### src/rtl/dump_seq_pkg.sv
// Shared types and word-address list for the correlator state-dump sequencer.
// The accumulator base address is used only when DUMP_SEQ_ACC_EN is defined.
package dump_seq_pkg;

  typedef enum logic [1:0] {
    ST_IDLE,
    ST_ISSUE,
    ST_WRITE,
    ST_ACK
  } dump_state_e;

  localparam int unsigned CORE_LEN = 9;
  localparam logic [4:0]  ACC_BASE = 5'd16;

  // Address 14 is not part of the channel state and is skipped.
  localparam logic [4:0] CORE_ADDR [CORE_LEN] = '{
    5'd6, 5'd7, 5'd8, 5'd9, 5'd10, 5'd11, 5'd12, 5'd13, 5'd15
  };

  function automatic logic [4:0] word_addr(input logic [4:0] idx);
    if (idx < 5'(CORE_LEN)) begin
      return CORE_ADDR[idx[3:0]];
    end
    return ACC_BASE + (idx - 5'(CORE_LEN));
  endfunction

endpackage

### src/rtl/rr_arbiter_4.sv
// Combinational 4-way round-robin arbiter: first unmasked requester at or
// after i_ptr in cyclic order 0->3 wins; grant is one-hot plus its index.
module rr_arbiter_4 (
  input  logic [3:0] i_req,
  input  logic [3:0] i_mask,
  input  logic [1:0] i_ptr,
  output logic [3:0] o_grant,
  output logic [1:0] o_grant_idx,
  output logic       o_valid
);

  logic [3:0] w_eff;

  assign w_eff = i_req & ~i_mask;

  always_comb begin
    logic [1:0] v_idx;
    // NOTE: every output gets a default first, so no path leaves a latch behind.
    o_grant     = '0;
    o_grant_idx = '0;
    o_valid     = 1'b0;
    v_idx       = '0;
    // Walk from the farthest offset down so the nearest requester overwrites last.
    for (int k = 3; k >= 0; k--) begin
      v_idx = i_ptr + 2'(k);
      if (w_eff[v_idx]) begin
        o_grant     = 4'b0001 << v_idx;
        o_grant_idx = v_idx;
        o_valid     = 1'b1;
      end
    end
  end

endmodule

### src/rtl/dump_sequencer.sv
// Round-robin dump of four physical correlator channels into the state buffer.
// Define DUMP_SEQ_ACC_EN to append COR_NUM accumulator words (16..) per dump.
module dump_sequencer
  import dump_seq_pkg::*;
#(
  parameter int unsigned LCH_W   = 5,
  parameter int unsigned COR_NUM = 8
) (
  input  logic                 clk,
  input  logic                 rst,
  input  logic [3:0]           dump_req,
  input  logic [4*LCH_W-1:0]   logic_ch_map,
  output logic [3:0]           dump_ack,
  output logic                 busy,
  output logic [1:0]           physical_channel_index,
  output logic [4:0]           state_addr,
  input  logic [31:0]          state_d4wt,
  output logic                 buf_req,
  input  logic                 buf_grant,
  output logic [LCH_W+4:0]     buf_addr,
  output logic [31:0]          buf_wdata
);

  localparam int unsigned MAX_WORDS = CORE_LEN + COR_NUM;
  localparam int unsigned IDX_W     = $clog2(MAX_WORDS + 2);
`ifdef DUMP_SEQ_ACC_EN
  localparam int unsigned N_WORDS   = CORE_LEN + COR_NUM;
`else
  localparam int unsigned N_WORDS   = CORE_LEN;
`endif
  localparam logic [IDX_W-1:0] LAST_IDX = IDX_W'(N_WORDS - 1);

  dump_state_e      r_state;
  logic [1:0]       r_rr_ptr;
  logic [3:0]       r_ch_oh;
  logic [3:0]       r_mask;
  logic [LCH_W-1:0] r_lch;
  logic [IDX_W-1:0] r_widx;
  logic [3:0]       r_dump_ack;
  logic             r_busy;
  logic [1:0]       r_pci;
  logic [4:0]       r_state_addr;
  logic             r_buf_req;
  logic [LCH_W+4:0] r_buf_addr;

  logic [3:0]       w_grant;
  logic [1:0]       w_gnt_idx;
  logic             w_gnt_valid;
  logic [LCH_W-1:0] w_map [4];
  logic [IDX_W-1:0] w_idx_p1;
  logic [IDX_W-1:0] w_idx_p2;

  for (genvar k = 0; k < 4; k++) begin : g_map
    assign w_map[k] = logic_ch_map[k*LCH_W +: LCH_W];
  end

  assign w_idx_p1 = r_widx + IDX_W'(1);
  assign w_idx_p2 = r_widx + IDX_W'(2);

  rr_arbiter_4 u_arb (
    .i_req       (dump_req),
    .i_mask      (r_mask),
    .i_ptr       (r_rr_ptr),
    .o_grant     (w_grant),
    .o_grant_idx (w_gnt_idx),
    .o_valid     (w_gnt_valid)
  );

  // The mux output is registered, so state_addr runs one word ahead of
  // buf_addr: the data on state_d4wt belongs to the word now in buf_addr.
  always_ff @(posedge clk or posedge rst) begin
    if (rst) begin
      r_state      <= ST_IDLE;
      r_rr_ptr     <= '0;
      r_ch_oh      <= '0;
      r_mask       <= '0;
      r_lch        <= '0;
      r_widx       <= '0;
      r_dump_ack   <= '0;
      r_busy       <= 1'b0;
      r_pci        <= '0;
      r_state_addr <= '0;
      r_buf_req    <= 1'b0;
      r_buf_addr   <= '0;
    end else begin
      // NOTE: non-blocking throughout, so every branch reads pre-edge state.
      r_dump_ack <= '0;
      case (r_state)
        ST_IDLE: begin
          r_mask <= '0;
          if (w_gnt_valid) begin
            r_ch_oh      <= w_grant;
            r_pci        <= w_gnt_idx;
            r_lch        <= w_map[w_gnt_idx];
            r_widx       <= '0;
            r_state_addr <= word_addr(5'd0);
            r_busy       <= 1'b1;
            r_state      <= ST_ISSUE;
          end
        end

        ST_ISSUE: begin
          r_buf_req    <= 1'b1;
          r_buf_addr   <= {r_lch, r_state_addr};
          r_state_addr <= word_addr(5'd1);
          r_state      <= ST_WRITE;
        end

        ST_WRITE: begin
          if (buf_grant) begin
            if (r_widx == LAST_IDX) begin
              r_buf_req  <= 1'b0;
              r_dump_ack <= r_ch_oh;
              r_state    <= ST_ACK;
            end else begin
              r_widx     <= w_idx_p1;
              r_buf_addr <= {r_lch, r_state_addr};
              // No prefetch past the list end; state_addr parks on the last word.
              if (w_idx_p2 <= LAST_IDX) begin
                r_state_addr <= word_addr(5'(w_idx_p2));
              end
            end
          end
        end

        ST_ACK: begin
          r_busy   <= 1'b0;
          r_mask   <= r_ch_oh;
          r_rr_ptr <= r_pci + 2'd1;
          r_state  <= ST_IDLE;
        end

        default: r_state <= ST_IDLE;
      endcase
    end
  end

  assign dump_ack               = r_dump_ack;
  assign busy                   = r_busy;
  assign physical_channel_index = r_pci;
  assign state_addr             = r_state_addr;
  assign buf_req                = r_buf_req;
  assign buf_addr               = r_buf_addr;
  assign buf_wdata              = state_d4wt;

endmodule

### config.mk
export PLATFORM = sky130hd
export DESIGN_NAME = dump_sequencer
export DESIGN_NICKNAME = d
export VERILOG_FILES = /design/src/rtl/dump_seq_pkg.sv /design/src/rtl/rr_arbiter_4.sv /design/src/rtl/dump_sequencer.sv
export SDC_FILE = /design/constraint.sdc
export NUM_CORES = 1
export LEC_CHECK = 0
export CAP_MARGIN = 10
export CELL_PAD_IN_SITES_DETAIL_PLACEMENT = 2
export CELL_PAD_IN_SITES_GLOBAL_PLACEMENT = 2
export CORE_UTILIZATION = 29
export DETAILED_ROUTE_END_ITERATION = 16
export PLACE_DENSITY_LB_ADDON = 0.1
export SETUP_SLACK_MARGIN = 0.02
export SLEW_MARGIN = 20
export SYNTH_ARGS = -nofsm -noshare
export SYNTH_HDL_FRONTEND = slang
export SYNTH_SLANG_ARGS = --single-unit
### constraint.sdc
create_clock -name clk -period 5.1 [get_ports clk]
set_clock_uncertainty 0.05 [all_clocks]
set_input_delay 0.765 -clock clk [delete_from_list [all_inputs] [get_ports clk]]
set_output_delay 0.765 -clock clk [all_outputs]
set_load 0.1 [all_outputs]
==> run metrics <==
DP Area=3528 um^2; share of cells above drive strength 1=10.06%; antenna violations before repair=0; VDD IR max=0.0001907 V; CP Class=reg -> reg; sequential cell area=1126 um^2; Post-Syn Area=3158 um^2; Tmin final=3277 ps; Design Area, Final=3667 um^2; Final Hold Fails=0; global-route wire length before repair=14160 um; Worst-Margin Slew=1007 ps; GRT busiest layer=met2; FFs w/ async S/R, synth=100.0%; DIE HEIGHT=106.4 um; footprint of the multi-input gates=1682 um^2; Post-synth EDFFs=0; Power, Total=0.002678 W; met1 GRT Util=20.90%; max-cap violations=0; Synth area leaders=dfrtp_1, buf_4, ha_1; Yosys top cell area share=35.66%; via-per-instance ratio=5.127; CTS tree=done; Critical Path AT=3410 ps; Tcrit/Tclk final=64.25%; Worst Hold Class=reg -> reg; CTS sink count=45; Die W=106.4 um; post-cts resize count=0; Post-Route WL=8703 um; IO Port Bufs=49; layout filler cell count=1159; Worst-path clk slew=100 ps; biggest area consumer among synthesized cells=dfrtp_1; CP startpoint kind=flop; Total GRT Usage=16.18%; count leader, synth=dfrtp_1; Leakage Power=1.608 nW; routability cong.=0.7625; CP required=5230 ps; Synth Warn #=0; Worst-Skew Late Latency=300 ps; Post-Syn Area per Cell=9.747 um^2; P per Cell Area=730.2 nW/um^2; DRC=0; 1st-pass router iterations=5; clk buf depth=2; # nets final=416; hold-fix buffers at CTS=0; final setup fails=0; f_max=305.2 MHz; Row Count=37; Area Overhead vs Synth=16.13%; cts bufs inserted=5; Worst setup EP type=flop; Mapped Nets=403; FF+latch count, synth=45; num ports=114; die area=11310 um^2; post-synthesis sequential area ratio=35.66%; Max FO, Critical Path=24; Post-Synthesis Cells=324; most instantiated cells after synthesis=dfrtp_1, buf_4, nand2_1; synth unique cells=50; root buffer cell=clkbuf_8; Post-Route Setup TNS=0 ps; drt first-iter violations=61; initial core utilization=30.18%; hpwl dp=6701 um; GR Util met3=1.962%; status=finished, final reports clean; largest net degree at the start of global routing=46; final max-slew violation count=0; WL/cell=18.36 um; M2 GR Usage=28.34%; RSZ-0062 raised after global routing=false; core area=10460 um^2; grt ovf=0; Main synth FF type=dfrtp_1; Post-CTS Setup Bufs=0; number of global-route vias before repair=2623; # diodes=0; routed vias=2430; H-tree depth=2; post-route ant nets=0; Max transition margin=32.68%
[worst max-delay path, stage by stage, from the launching register on]
cell,delay (ps)
dfrtp_1,1010
inv_2,240
ha_1,430
mux4_2,420
o21bai_4,240
a22oi_4,320
mux2i_1,320
a211oi_1,110
[kinds of logic (layout without fill, tap and decap cells)]
family / count (synthesis) / after routing / share of synthesized area (%)
compound gates: 78 / 78 / 18.11
mux: 29 / 29 / 11.65
buf+inv: 58 / 72 / 11.09
fa+ha+maj: 20 / 20 / 7.924
simple gates: 86 / 86 / 13.35
flops: 45 / 45 / 35.66
xor+xnor: 8 / 8 / 2.219
[layout make-up]
class	instances	share of cell area, %
multi-input combinational	221	45.85
sequential	45	30.71
timing repair buffer	50	13.58
tap	136	4.640
clock buffer	5	1.876
clock inverter	3	1.876
inverter	14	1.467
[metrics by stage]
| stage | hold WS [ps] | util [%] | cells | setup WS (ps) |
|---|---|---|---|---|
| CTS | 472.6 | 35.04 | 474 | 1730 |
| floorplan | 413.4 | - | 324 | 2667 |
| finish | 466.7 | 35.05 | 474 | 1823 |
| global placement | 439.2 | 33.72 | 466 | 1808 |
| global route | 487.1 | 35.05 | 474 | 1585 |
| detailed placement | 447.9 | 33.72 | 466 | 1731 |
[state kept, by name, summed over array words and instances (netlist names)]
| signal | flops |
|---|---|
| buf_addr | 10 |
| r_lch | 5 |
| r_widx | 5 |
| state_addr | 5 |
| dump_ack | 4 |
| r_ch_oh | 4 |
| r_mask | 4 |
| physical_channel_index | 2 |
| r_rr_ptr | 2 |
| r_state | 2 |
| buf_req | 1 |
| busy | 1 |
[worst paths after layout]
check / cells past startpoint / slack (ps) / endpoint / startpoint
setup / recovery: 7 / 1820 / r_lch[4]$_DFFE_PP0P_ / r_rr_ptr[0]$_DFFE_PP0N_
hold / removal: 1 / 470 / buf_addr[8]$_DFFE_PP0P_ / buf_addr[8]$_DFFE_PP0P_
setup reg to reg: 7 / 1820 / r_lch[4]$_DFFE_PP0P_ / r_rr_ptr[0]$_DFFE_PP0N_
hold reg to reg: 1 / 470 / buf_addr[8]$_DFFE_PP0P_ / buf_addr[8]$_DFFE_PP0P_
max in group asynchronous: 2 / 3590 / busy$_DFFE_PP0P_ / rst
min in group asynchronous: 2 / 870 / buf_addr[3]$_DFFE_PP0P_ / rst
[report_power, final]
group	internal (W)	switching, W	leakage [nW]
logic	0.000603	0.00109	0.972
registers	0.000485	0.000163	0.568
clock network	0.000197	0.000138	0.0687
[metal layers]
metal | vias up | share of wire [%]
met5 | - | 0
met4 | 0 | 1.0
met3 | 11 | 2.7
met2 | 34 | 49
met1 | 1230 | 47
li1 | 1155 | -
[placed cells by master (no fill, tap or decap), types with 4 or more instances in the layout]
| cell type | count |
|---|---|
| mux4_2 | 5 |
| nor3_1 | 6 |
| dfrtp_1 | 45 |
| mux2_2 | 11 |
| ha_1 | 20 |
| a222oi_1 | 4 |
| inv_1 | 12 |
| a21oi_1 | 17 |
| xor2_1 | 6 |
| nand2_1 | 24 |
| nand3_1 | 7 |
| a21o_1 | 4 |
| o22ai_1 | 4 |
| a211oi_1 | 5 |
| a32o_1 | 5 |
| and2_1 | 6 |
| mux2i_1 | 12 |
| nor2b_1 | 5 |
| nand2b_1 | 5 |
| clkbuf_8 | 5 |
| o21ai_0 | 16 |
| clkdlybuf4s50_1 | 49 |
| a22o_1 | 4 |
| nor2_1 | 21 |
(Power assumes the default switching activity.)
